**config.mk**
```make
export PLATFORM = sky130hd
export DESIGN_NAME = neda_fir_pipe
export DESIGN_NICKNAME = d
export VERILOG_FILES = /design/src/rtl/neda_fir_pipe.sv
export SDC_FILE = /design/constraint.sdc
export NUM_CORES = 1
export LEC_CHECK = 0
export BUFFER_PORTS_ARGS = -buffer_cell sky130_fd_sc_hd__buf_2
export CAP_MARGIN = 0
export CORE_ASPECT_RATIO = 2
export CORE_UTILIZATION = 45
export DETAILED_ROUTE_END_ITERATION = 8
export PLACE_DENSITY_LB_ADDON = 0.15
export SLEW_MARGIN = 20
export SYNTH_ARGS = -nofsm -noshare
export SYNTH_HDL_FRONTEND = slang
export SYNTH_SLANG_ARGS = --single-unit
```
**constraint.sdc**
```tcl
create_clock -name clk -period 10.2 [get_ports clk]
set_input_delay 2.04 -clock clk [delete_from_list [all_inputs] [get_ports clk]]
set_output_delay 2.04 -clock clk [all_outputs]
set_load 0.02 [all_outputs]
```
**src/rtl/neda_fir_pipe.sv**
```systemverilog
// Pipelined streaming NEDA FIR: delay line, per-coefficient-bit-plane adder trees,
// then shift/add recombination with a negative-weight MSB plane. Full valid/ready backpressure.
module neda_fir_pipe #(
    parameter int                  DW    = 8,
    parameter int                  TAPS  = 8,
    parameter int                  CW    = 8,
    parameter logic [TAPS*CW-1:0]  COEFS = {8'd5, 8'd17, 8'd43, 8'd63, 8'd63, 8'd43, 8'd17, 8'd5},
    parameter int                  OW    = 24
) (
    input  logic          clk,
    input  logic          rst,
    input  logic          clr,
    input  logic          in_valid,
    output logic          in_ready,
    input  logic [DW-1:0] in_data,
    output logic          out_valid,
    input  logic          out_ready,
    output logic [OW-1:0] y
);

    localparam int PW = DW + $clog2(TAPS) + 1;

    logic                         en;
    logic signed [DW-1:0]         x_reg [TAPS];
    logic                         v1_reg;
    logic                         v2_reg;
    logic [CW-1:0][PW-1:0]        plane_next;
    logic [CW-1:0][PW-1:0]        plane_reg;
    logic signed [OW-1:0]         y_next;

    // The whole pipeline advances together; only a held, unconsumed result stalls it.
    assign en       = ~(out_valid & ~out_ready);
    assign in_ready = en & ~clr;

    // One adder tree per coefficient bit plane; taps whose coefficient bit is clear
    // are excluded at elaboration, so all-zero planes collapse to a constant.
    genvar gi;
    generate
        for (gi = 0; gi < CW; gi++) begin : g_plane
            logic signed [PW-1:0] acc;
            always_comb begin
                acc = '0;
                for (int t = 0; t < TAPS; t++) begin
                    if (COEFS[t*CW + gi]) begin
                        acc = acc + PW'(x_reg[t]);
                    end
                end
            end
            assign plane_next[gi] = acc;
        end
    endgenerate

    always_comb begin
        y_next = '0;
        for (int p = 0; p < CW - 1; p++) begin
            y_next = y_next + (OW'($signed(plane_reg[p])) <<< p);
        end
        y_next = y_next - (OW'($signed(plane_reg[CW-1])) <<< (CW - 1));
    end

    always_ff @(posedge clk) begin
        if (rst) begin
            for (int t = 0; t < TAPS; t++) begin
                x_reg[t] <= '0;
            end
            v1_reg    <= 1'b0;
            v2_reg    <= 1'b0;
            plane_reg <= '0;
            out_valid <= 1'b0;
            y         <= '0;
        end else if (clr) begin
            // Flush: y keeps its stale value but is no longer marked valid.
            for (int t = 0; t < TAPS; t++) begin
                x_reg[t] <= '0;
            end
            v1_reg    <= 1'b0;
            v2_reg    <= 1'b0;
            out_valid <= 1'b0;
        end else if (en) begin
            if (in_valid) begin
                x_reg[0] <= $signed(in_data);
                for (int t = 1; t < TAPS; t++) begin
                    x_reg[t] <= x_reg[t-1];
                end
            end
            v1_reg    <= in_valid;
            plane_reg <= plane_next;
            v2_reg    <= v1_reg;
            y         <= y_next;
            out_valid <= v2_reg;
        end
    end

endmodule

```
# --- Yosys cells after proc, flatten, opt, wreduce, memory -nomap -nowiden ---
# Memories as Yosys holds them, arrays and structs flattened.
# Index checks and enable logic that the tools add are counted.
classes:
  reduce_logical: 2
  addsub: 21
  n_bitwise: 21
  muxes: 26
op_table:
  columns: ["op", "n"]
  rows:
  - ["8-bit two-way mux", 16]
  - ["10-bit by 8-bit adder with 11-bit output", 4]
  - ["9-bit by 8-bit adder with 10-bit output", 4]
  - ["12-bit by 8-bit adder with 12-bit output", 3]
  - ["8-bit by 8-bit adder with 9-bit output", 4]
  - ["16-bit by 16-bit adder with 17-bit output", 1]
  - ["15-bit by 15-bit adder with 16-bit output", 1]
  - ["1-bit bitwise OR", 16]
  - ["14-bit by 14-bit adder with 15-bit output", 1]
  - ["13-bit by 13-bit adder with 14-bit output", 1]
  - ["12-bit by 12-bit adder with 13-bit output", 1]
  - ["11-bit by 8-bit adder with 12-bit output", 1]
  - ["1-bit two-way mux", 10]
  - ["1-bit NOT", 3]
  - ["1-bit bitwise AND", 2]
  - ["2-bit AND reduction", 1]
  - ["2-bit OR reduction", 1]
word_totals:
  ram_bits: 64
  output_inout_bits: 26
  ff_bits: 72
  wordCells: 79
  memories: 1
memory_table:
  columns: ["name", "words", "word_bits", "rd", "rd_ports_with_merged_regs", "wr", "line_no", "source"]
  rows:
  - ["x_reg", 8, 8, 8, 0, 8, "24", "logic signed [DW-1:0] x_reg [TAPS];"]

# --- Longest topological paths before layout ---
# An unclocked memory read counts as a cell.
depth:
  depth_word: 8
  ltp_mapped: 17
  mapped_depth_nobuf: 17

# --- Worst setup path before layout ---
# Ideal clock, no wire load.
synth_path:
  path_type: "input -> output"
  from: "in out_ready"
  to: "out in_ready"
  required_time_ns: 8.160
  path_buffers: 1
  path_stages: 4
  path_slack_ns: 5.380
  arrival_ns: 2.780
  path_cell_list: "nor2b_2 or2_1 inv_2 clkbuf_1"
synth_via:
  elab_chain_len: 4
synth_rtl:
  columns: ["item", "line_no", "source"]
  rows:
  - ["start: declaration", "17", "input logic out_ready,"]
  - ["1-bit NOT", "32", "assign en = ~(out_valid & ~out_ready);"]
  - ["1-bit bitwise AND", "32", null]
  - ["1-bit NOT (no source line)", null, null]
  - ["1-bit bitwise AND", "33", "assign in_ready = en & ~clr;"]
  - ["end: declaration", "14", "output logic in_ready,"]
# Every way passes these cells.

# --- Worst setup path in the final report ---
# Same ends and word-level chain as after synthesis.

==> flow_metrics.env <==
export IMPL_rr_worst_depth=17
export IMPL_period_share=0.549
export IMPL_cts_tree="yes"
export IMPL_stdcell_area_sq_mm=0.0113
export IMPL_viasPerCell=5.22
export IMPL_reg2reg_slack_ns=5.54
export IMPL_io_pins=39
export IMPL_path_class="in -> out"
export IMPL_routedWlPerCell_um=17.5
export IMPL_wirelength_mm=22.7
export IMPL_clkPwrFrac=0.286
export IMPL_synth_simple_area_share=0.114
export IMPL_hold_buffers=0
export IMPL_vdd_drop_max_uv=131
export IMPL_grt_pass1_vias=7300
export IMPL_fin_setup_tns_ns=0
export IMPL_drv_cap=0
export IMPL_synthTopCellsByCount="inv_1, fa_1, dfxtp_1"
export IMPL_hp_class="reg -> reg"
export IMPL_critPathMaxFanout=60
export IMPL_rr_endpoint="plane_reg[10]$_SDFFE_PP0P_"
export IMPL_synth_compound_area_frac=0.0886
export IMPL_synth_top_family_by_area="adder cells"
export IMPL_dp_cells=1268
export IMPL_synth_area_mux_share=0.0121
export IMPL_synth_edff_count=56
export IMPL_power_density_mw_per_mm2=204
export IMPL_synth_top_cell_area_share=0.289
export IMPL_synth_main_ff_cell="dfxtp_1"
export IMPL_reg2reg_from="x_reg[3][2]$_SDFFCE_PN0P_"
export IMPL_setup_viol=0
export IMPL_fin_crit_ns=5.60
export IMPL_start_util=0.461
export IMPL_synthXorXnorAreaFrac=0.0239
export IMPL_postRouteAntennaNets=0
export IMPL_clock_skew_ns=0.00625
export IMPL_cts_htree_levels=4
export IMPL_rsz0062_at_grt="no"
export IMPL_die_area_sq_mm=0.0234
export IMPL_ys_seq_area_frac=0.306
export IMPL_tightest_slew_ns=1.05
export IMPL_die_x_um=109
export IMPL_antenna_cells=0
export IMPL_core_area_sq_mm=0.0223
export IMPL_clkTransAtPathRegs_ns=0.05
export IMPL_drt_iter0_drc=238
export IMPL_start_kind="input pin"
export IMPL_rows=77
export IMPL_setup_slack_ns=4.60
export IMPL_ys_warn_count=0
export IMPL_busiest_layer="met2"
export IMPL_hold_worst_slack_ns=0.449
export IMPL_overflow=0
export IMPL_grt_util_all_layers=0.217
export IMPL_drc=0
export IMPL_worstPathRequired_ns=8.16
export IMPL_drive_gt1_frac=0.0811
export IMPL_crit_path_end="in_ready"
export IMPL_netlist_area_sq_mm=0.0103
export IMPL_use_met3=0.0371
export IMPL_critPathLaunch="out_ready"
export IMPL_die_h_um=216
export IMPL_max_freq_ghz=0.179
export IMPL_cts_root_buffer="clkbuf_16"
export IMPL_use_met2=0.407
export IMPL_power_frac_seq=0.284
export IMPL_cts_setup_buffers=0
export IMPL_firstDrtPassIters=7
export IMPL_antenna_found_initial=0
export IMPL_clock_sinks=129
export IMPL_fin_nets=1235
export IMPL_p_leak_nw=5.14
export IMPL_synth_fa_ha_area_frac=0.366
export IMPL_place_congestion=0.870
export IMPL_cts_buffer_depth=2
export IMPL_cp_arrival_ns=3.56
export IMPL_final_cells=1300
export IMPL_yosysMostFrequentCell="inv_1"
export IMPL_ctsResizeCount=0
export IMPL_critPathCaptureType="output port"
export IMPL_slew_headroom=0.298
export IMPL_syn_inst=989
export IMPL_vias=6788
export IMPL_grt_max_degree=65
export IMPL_async_flop_share=0
export IMPL_clkLatencyLatePin_ns=0.44
export IMPL_synth_top_area_cell="fa_1"
export IMPL_status="finished, final reports clean"
export IMPL_pre_cts_slack_ns=4.58
export IMPL_combPwrFrac=0.430
export IMPL_synth_area_leaders="fa_1, edfxtp_1, dfxtp_1"
export IMPL_numCtsBuffers=17
export IMPL_switching_power_mw=0.861
export IMPL_drv_slew=0
export IMPL_ys_types=54
export IMPL_finalHoldViolCount=0
export IMPL_grt_util_met1=0.234
export IMPL_grt_pass1_wl_mm=37.7
export IMPL_switching_share=0.375
export IMPL_area_delta_synth_final_pct=9.90
export IMPL_internal_power_mw=1.44
export IMPL_syn_avg_cell_area_sq_um=10.4
export IMPL_largest_reg_flops=64
export IMPL_port_buffers=38
export IMPL_dp_final_hpwl_mm=18.2
export IMPL_syn_nets=1213
export IMPL_post_dp_cell_area_sq_mm=0.0106
export IMPL_ys_seq_elements=129
-- area by class of cell --
| cell class | count | area (sq um) |
|---|---|---|
| sequential | 129 | 3140 |
| fill | 2064 | 11000 |
| tap | 276 | 345 |
| inverter | 193 | 724 |
| multi-input combinational | 626 | 6200 |
| clock buffer | 22 | 474 |
| clock inverter | 10 | 156 |
| timing repair buffer | 44 | 235 |
-- routing by layer --
layer | up-vias | wire length (um)
met4 | 0 | 694
met1 | 3389 | 8580
met2 | 112 | 12900
met3 | 37 | 566
met5 | - | 0
li1 | 3250 | -
-- how the worst min path moves through the flow --
| stage | startpoint | endpoint | cells past startpoint | slack (ns) |
|---|---|---|---|---|
| 6_report | y[10]$_SDFFE_PP0P_ | y[10]$_SDFFE_PP0P_ | 2 | 0.45 |
| 5_1_grt | y[2]$_SDFFE_PP0P_ | y[2]$_SDFFE_PP0P_ | 2 | 0.47 |
| 4_1_cts | y[8]$_SDFFE_PP0P_ | y[8]$_SDFFE_PP0P_ | 2 | 0.45 |
| 3_5_place_dp | y[8]$_SDFFE_PP0P_ | y[8]$_SDFFE_PP0P_ | 2 | 0.44 |
| 3_3_place_gp | y[8]$_SDFFE_PP0P_ | y[8]$_SDFFE_PP0P_ | 2 | 0.44 |
| 2_1_floorplan | plane_reg[27]$_SDFFE_PP0P_ | plane_reg[27]$_SDFFE_PP0P_ | 2 | 0.43 |
-- logic make-up (layout without fill, tap and decap cells) --
family	after synthesis	in the layout
DFF	129	129
AOI/OAI and AO/OA	140	140
and+or+nand+nor	235	235
muxes	12	12
buffers and inverters	234	269
adders and majority gates	211	211
xor gates and xnor gates	28	28
-- worst max-delay path, stage by stage --
cell and delay [ns]:
buf_2 0.08, nor2b_2 0.07, or2_2 0.30, inv_2 0.74, buf_2 0.31
-- layout by cell type, fill, tap and decap left out, types with 6 or more instances in the layout --
master	Yosys	final
a21o_1	6	6
nand3_1	26	26
buf_4	8	6
o21a_1	10	10
nand2_1	65	65
dfxtp_1	73	73
mux2i_1	9	9
o21ai_0	21	21
ha_1	63	63
or3_1	7	7
and2_1	18	18
fa_1	148	148
nor2_1	33	33
edfxtp_1	56	56
xnor2_1	24	24
a21oi_1	50	50
a211oi_1	8	8
clkbuf_16	0	17
buf_2	11	38
nand2b_1	8	7
nor4b_1	8	8
inv_1	192	192
o311ai_1	6	6
nor2b_1	11	11
o21ai_1	6	6
nor3_1	46	46
-- power by group through the flow --
stage	Clock (mW)	Sequential (mW)	Combinational, mW
floorplan	0	0.673	0.743
global placement	0	0.664	0.992
detailed placement	0	0.666	1.01
CTS	0.672	0.655	1.01
global route	0.691	0.663	1.14
finish	0.658	0.652	0.990
-- per-stage QoR --
step,power [mW],utilization
after CTS,2.34,0.507
after detailed placement,1.67,0.478
after global routing,2.49,0.507
final,2.30,0.507
after floorplan,1.42,-
after global placement,1.66,0.478
(Power assumes the default switching activity.)
